<file path="config.mk">
export PLATFORM = sky130hd
export DESIGN_NAME = shift_sequencer
export DESIGN_NICKNAME = d
export VERILOG_FILES = /design/src/rtl/shift_sequencer.sv
export SDC_FILE = /design/constraint.sdc
export NUM_CORES = 1
export LEC_CHECK = 0
export ABC_CLOCK_PERIOD_IN_PS = 1700
export BUFFER_PORTS_ARGS = -buffer_cell sky130_fd_sc_hd__buf_2
export CORE_AREA = 2 2 78 80
export DETAILED_ROUTE_END_ITERATION = 8
export DIE_AREA = 0 0 80 82
export PLACE_DENSITY_LB_ADDON = 0.15
export SETUP_SLACK_MARGIN = 0.3
export SYNTH_ARGS = -nofsm -noshare
export SYNTH_HDL_FRONTEND = slang
export SYNTH_SLANG_ARGS = --single-unit
</file>
<file path="constraint.sdc">
create_clock -name clk -period 1.7 [get_ports clk]
set_input_delay 0.34 -clock clk [delete_from_list [all_inputs] [get_ports clk]]
set_output_delay 0.34 -clock clk [all_outputs]
set_load 0.02 [all_outputs]
</file>
<file path="src/rtl/shift_sequencer.sv">
// ---------------------------------------------------------------------------
// shift_sequencer
//   Multicycle shifter: one bit of shift per clock. It replaces a barrel
//   shifter in the datapath.
//
// Ports
//   clk       in   single clock; all state changes on the rising edge
//   reset     in   synchronous, active-high
//   start     in   request pulse; accepted only while idle
//   op        in   00 SLL, 01 SRL, 10 SRA, 11 ROR
//   data_in   in   operand, captured on an accepted start
//   shamt_in  in   shift amount; only the low SHAMT_BITS bits are used
//   busy      out  high whenever the sequencer is not idle
//   done      out  one-cycle pulse; result is valid then and held afterwards
//   result    out  shifted value
//   dbg_state out  current FSM state (0 idle, 1 shift, 2 done)
//
// Handshake: a request is taken on a rising edge where start=1 and busy=0.
// Inputs are don't-care at every other edge. Completion is signalled by a
// single-cycle done, which is decoded from state only.
// ---------------------------------------------------------------------------
module shift_sequencer #(
    parameter int WIDTH      = 32,
    parameter int SHAMT_BITS = 5
) (
    input  logic             clk,
    input  logic             reset,
    input  logic             start,
    input  logic [1:0]       op,
    input  logic [WIDTH-1:0] data_in,
    input  logic [31:0]      shamt_in,
    output logic             busy,
    output logic             done,
    output logic [WIDTH-1:0] result,
    output logic [1:0]       dbg_state
);

    typedef enum logic [1:0] {
        ST_IDLE  = 2'd0,
        ST_SHIFT = 2'd1,
        ST_DONE  = 2'd2
    } state_t;

    state_t                r_state;
    state_t                w_next_state;
    logic [SHAMT_BITS-1:0] r_count;
    logic [1:0]            r_op;
    logic [WIDTH-1:0]      r_result;
    logic [WIDTH-1:0]      w_shifted;
    logic [SHAMT_BITS-1:0] w_shamt;

    // The upper bits of the amount are discarded, so 32 acts as 0 and 33 as 1.
    assign w_shamt = shamt_in[SHAMT_BITS-1:0];

    // Single-bit step for the captured operation.
    always_comb begin
        w_shifted = r_result;
        case (r_op)
            2'b00:   w_shifted = {r_result[WIDTH-2:0], 1'b0};
            2'b01:   w_shifted = {1'b0, r_result[WIDTH-1:1]};
            2'b10:   w_shifted = {r_result[WIDTH-1], r_result[WIDTH-1:1]};
            default: w_shifted = {r_result[0], r_result[WIDTH-1:1]};
        endcase
    end

    // Next-state logic.
    always_comb begin
        w_next_state = r_state;
        case (r_state)
            ST_IDLE: begin
                if (start) begin
                    // A zero amount skips straight to DONE.
                    w_next_state = (w_shamt == '0) ? ST_DONE : ST_SHIFT;
                end
            end
            ST_SHIFT: begin
                // The last shift happens on the edge where count is still 1.
                if (r_count == SHAMT_BITS'(1)) begin
                    w_next_state = ST_DONE;
                end
            end
            ST_DONE:  w_next_state = ST_IDLE;
            default:  w_next_state = ST_IDLE;
        endcase
    end

    always_ff @(posedge clk) begin
        if (reset) begin
            r_state  <= ST_IDLE;
            r_count  <= '0;
            r_op     <= 2'b00;
            r_result <= '0;
        end else begin
            r_state <= w_next_state;
            case (r_state)
                ST_IDLE: begin
                    if (start) begin
                        r_result <= data_in;
                        r_count  <= w_shamt;
                        r_op     <= op;
                    end
                end
                ST_SHIFT: begin
                    r_result <= w_shifted;
                    r_count  <= r_count - SHAMT_BITS'(1);
                end
                default: ;
            endcase
        end
    end

    assign busy      = (r_state != ST_IDLE);
    assign done      = (r_state == ST_DONE);
    assign result    = r_result;
    assign dbg_state = r_state;

endmodule

</file>
==> out/qor.log <==
INFO  logic_synthesis muxShareOfSynthArea=0.808%
INFO  critical_path  cp.required=1.36ns
INFO  global_route   first_global_vias=2259
INFO  power_and_ir_drop worst_ir_drop_vdd=0.412mV
INFO  clocking       htree_num_levels=2
INFO  critical_path  worstPathArrival=1.10ns
INFO  detailed_routing antenna_left=0
INFO  sta            slew_violations=0
INFO  global_route   gr-total-overflow=0
INFO  detailed_routing detailedRoute.firstPassIterationCount=4
INFO  die            floorplan.rows=28
INFO  detailed_routing avg_wl_per_cell=15.1um
INFO  power_and_ir_drop power.switching=1.10mW
INFO  critical_path  critPathKind=reg -> out
INFO  clocking       cts-root-to-sink-buffers=2
INFO  global_route   grt_first_pass_wirelength=10500um
INFO  detailed_routing wirelength=6660um
INFO  logic_synthesis synthSimpleGateAreaFrac=12.2%
INFO  critical_path  cp_slowest_cell=sky130_fd_sc_hd__dfxtp_4
INFO  die            start_util=43.1%
INFO  logic_synthesis synth_top_family_by_area=compound AO/OA/AOI/OAI gates
INFO  die            fp.dieH=82um
INFO  detailed_routing post-route-drc-count=0
INFO  sta            worstMarginPinSlew=0.346ns
INFO  run_status     run_status=finished clean
INFO  finish         layout.cells.most_common_list=sky130_fd_sc_hd__buf_2 (75), sky130_fd_sc_hd__nor2_1 (36), sky130_fd_sc_hd__dfxtp_1 (35)
INFO  logic_synthesis synth-seq-area-share=33.1%
INFO  global_route   grt.met3_usage=3.85%
INFO  finish         syn2layout_area_growth=35.8%
INFO  sta            grt_setup_unrepaired=yes
INFO  sta            final_setup_skew=0.00223ns
INFO  power_and_ir_drop switching_share=36.0%
INFO  global_route   grt.busiest_layer=met2
INFO  placed_design  io_buffer_count=77
INFO  run            timing.max_cap.violations=0
INFO  critical_path  cp-start-kind=register
INFO  critical_path  critical_path.top_delay_family=flip-flops
INFO  finish         antenna-diode-count=0
INFO  die            ios=105
INFO  logic_synthesis synthAdderAreaFrac=1.01%
INFO  placed_design  place.detailed.hpwl=4290um
INFO  detailed_routing routed_via_density=5.60
INFO  critical_path  timing.critical_path.mode_cell=sky130_fd_sc_hd__buf_6
INFO  sta            final-setup-viol-count=0
INFO  global_route   initial_antenna_violation_count=0
INFO  logic_synthesis postSynthCellCount=283
INFO  die            fp.dieArea=6560um2
INFO  logic_synthesis synth.ff_latch_count=41
INFO  clocking       clock_slew_at_reported_path_ffs=0.08ns
INFO  clocking       cts_tree=yes
INFO  logic_synthesis number_of_nets_in_the_synthesized_netlist=354
INFO  logic_synthesis syn-cell-area=2480um2
INFO  logic_synthesis synth.area.top_cells=sky130_fd_sc_hd__dfxtp_1 (33%), sky130_fd_sc_hd__o32ai_2 (13%), sky130_fd_sc_hd__o311a_1 (13%), sky130_fd_sc_hd__o21ai_0 (6.9%), sky130_fd_sc_hd__nor2_1 (5.5%)
INFO  power_and_ir_drop p_int=1.95mW
INFO  power_and_ir_drop clock_power_share=20.8%
INFO  sta            timing.slew.headroom=76.7%
INFO  die            die_w=80um
INFO  sta            min_period=1.44ns
INFO  global_route   groute.layer.met1.usage=27.1%
INFO  die            placeableCoreArea=5750um2
INFO  logic_synthesis yosys.area.top_type=sky130_fd_sc_hd__dfxtp_1
INFO  power_and_ir_drop sequential_power_share=39.2%
INFO  clocking       clockRootBuffer=sky130_fd_sc_hd__clkbuf_8
INFO  power_and_ir_drop power.density=906nW/um2
INFO  critical_path  worst-path-buf-inv=2
INFO  logic_synthesis syn-mean-instance-area=8.76um2
INFO  logic_synthesis ys.warnings.count=0
INFO  sta            final.period_utilization=84.7%
INFO  finish         fin_nets=435
INFO  min_path       hp-class=in -> reg
INFO  global_route   gr-usage-all-layers=20.1%
INFO  global_route   pin_count_of_the_biggest_net_entering_global_routing=49
INFO  logic_synthesis yosys.cell_types.count=38
INFO  sta            hold_viol=0
INFO  logic_synthesis synth_top_cell_area_share=33.1%
INFO  global_route   globalRouteMet2Util=32.3%
INFO  sta            timing.setup.tns=0ns
INFO  placed_design  gp_congestion=0.807
INFO  logic_synthesis synthesized_area_fraction_occupied_by_ao_oa_aoi_and_oai_cells=41.5%
INFO  sta            fin_ws=0.259ns
INFO  critical_path  critical_path.max_stage_delay=0.35ns
INFO  finish         drive_gt1_share=43.0%
INFO  placed_design  dp_slack=0.0994ns
INFO  critical_path  critPathCaptureType=output pin
INFO  critical_path  cp_cell_sequence=buf_6, or2_4, buf_6
INFO  power_and_ir_drop combPwrFrac=40.0%
INFO  clocking       cts.sinks=41
INFO  logic_synthesis post_synth_xor_area_fraction=0.353%
INFO  clocking       cts-buffers-inserted=5
INFO  detailed_routing drtIter0Drc=105
INFO  clocking       worstSkewPairLatency=0.29ns
INFO  critical_path  critical_path_peak_fanout=3
INFO  finish         mostFrequentLayoutCell=sky130_fd_sc_hd__buf_2
INFO  sta            max_freq=694MHz
INFO  detailed_routing via_count=2462
INFO  power_and_ir_drop cellLeakagePower=1.42nW
## Yosys cell counts
| cell | instances |
|---|---|
| sky130_fd_sc_hd__o21bai_1 | 1 |
| sky130_fd_sc_hd__nor3_1 | 3 |
| sky130_fd_sc_hd__nor2b_1 | 3 |
| sky130_fd_sc_hd__a211oi_1 | 2 |
| sky130_fd_sc_hd__o21bai_2 | 1 |
| sky130_fd_sc_hd__a2111oi_0 | 1 |
| sky130_fd_sc_hd__nand2b_1 | 4 |
| sky130_fd_sc_hd__nor4_1 | 1 |
| sky130_fd_sc_hd__o41ai_1 | 3 |
| sky130_fd_sc_hd__ha_1 | 2 |
| sky130_fd_sc_hd__o211ai_1 | 1 |
| sky130_fd_sc_hd__nand3b_1 | 2 |
| sky130_fd_sc_hd__o21ai_0 | 34 |
| sky130_fd_sc_hd__a21oi_1 | 5 |
| sky130_fd_sc_hd__xnor2_1 | 1 |
| sky130_fd_sc_hd__nor3b_1 | 1 |
| sky130_fd_sc_hd__o21a_1 | 1 |
| sky130_fd_sc_hd__nor2b_4 | 1 |
| sky130_fd_sc_hd__o32ai_2 | 20 |
| sky130_fd_sc_hd__nand3_1 | 2 |
| sky130_fd_sc_hd__dfxtp_1 | 41 |
| sky130_fd_sc_hd__o31a_1 | 1 |
| sky130_fd_sc_hd__or4_1 | 1 |
| sky130_fd_sc_hd__buf_4 | 2 |
| sky130_fd_sc_hd__nand2_1 | 1 |
| sky130_fd_sc_hd__o311a_1 | 31 |
| sky130_fd_sc_hd__a221oi_1 | 1 |
| sky130_fd_sc_hd__or2_2 | 1 |
| sky130_fd_sc_hd__clkbuf_1 | 9 |
| sky130_fd_sc_hd__or3b_2 | 1 |
| sky130_fd_sc_hd__and3b_1 | 2 |
| sky130_fd_sc_hd__o21ba_2 | 1 |
| sky130_fd_sc_hd__nor2_1 | 36 |
| sky130_fd_sc_hd__nor3b_2 | 1 |
| sky130_fd_sc_hd__buf_2 | 19 |
| sky130_fd_sc_hd__o32ai_1 | 10 |
| sky130_fd_sc_hd__mux2i_1 | 2 |
| sky130_fd_sc_hd__inv_1 | 34 |
## worst paths after layout
path              slack (ns)         end          from  cells after the start
setup / recovery        0.26        busy  dbg_state[1]                      3
hold / removal          0.30     r_op[0]         op[0]                      3
setup reg to reg        0.33   result[9]  dbg_state[0]                      6
hold reg to reg         0.49  r_count[1]    r_count[1]                      2
## registers in the layout, summed over array words and instances, names as in the netlist
signal and count:
r_op 2, dbg_state 2, r_count 5, result 32
## per-stage QoR
stage / utilization, % / std cells / hold WS (ns) / power (mW) / instance area, um2
4_1_cts: 54.6 / 433 / 0.309 / 2.93 / 3140
5_1_grt: 58.6 / 440 / 0.309 / 3.24 / 3370
3_3_place_gp: 51.9 / 421 / 0.480 / 2.24 / 2980
3_5_place_dp: 51.9 / 421 / 0.489 / 2.25 / 2980
6_report: 58.6 / 440 / 0.298 / 3.05 / 3370
2_1_floorplan: - / 283 / 0.458 / 1.94 / 2480
## metal layers
layer	vias to the layer above	routed length, um
met1	1140	3040
met5	-	0
met2	91	3100
met4	0	75
met3	7	444
li1	1224	-
## power by group through the flow
stage	Sequential [mW]	Clock [mW]	Combinational, mW
final	1.20	0.634	1.22
after global routing	1.21	0.700	1.33
after CTS	1.19	0.652	1.08
after detailed placement	1.22	0	1.03
after global placement	1.22	0	1.02
after floorplan	1.31	0	0.621
## worst reg2reg max path, cell delays in order (launching register included)
cell	delay (ns)
sky130_fd_sc_hd__dfxtp_2	0.34
sky130_fd_sc_hd__buf_4	0.14
sky130_fd_sc_hd__nor2b_4	0.21
sky130_fd_sc_hd__buf_6	0.14
sky130_fd_sc_hd__clkbuf_16	0.16
sky130_fd_sc_hd__o311a_1	0.18
sky130_fd_sc_hd__o32ai_2	0.08
## layout make-up
type	count	area, um2
fillers	550	2380
flip-flops and latches	41	833
multi-input cells	178	1520
inverters	34	128
repair buffers	104	717
well taps	75	93.8
clock buffers	8	80.1
## what timing repair did
action	in CTS	in global routing
gates cloned	0	3
pin swaps	2	4
gates resized for setup	15	28
setup endpoints to repair	6	37
hold buffers	0	0
buffers inserted	4	4
## kinds of logic (layout without fill, tap and decap cells)
family / count (synthesis) / after routing
adder cells (fa/ha/maj): 2 / 2
XOR/XNOR: 1 / 1
AND/OR/NAND/NOR: 60 / 60
multiplexers: 2 / 2
flip-flops: 41 / 41
buffers and inverters: 64 / 146
AO/OA/AOI/OAI: 113 / 113
Power figures use the tool's default switching activity.
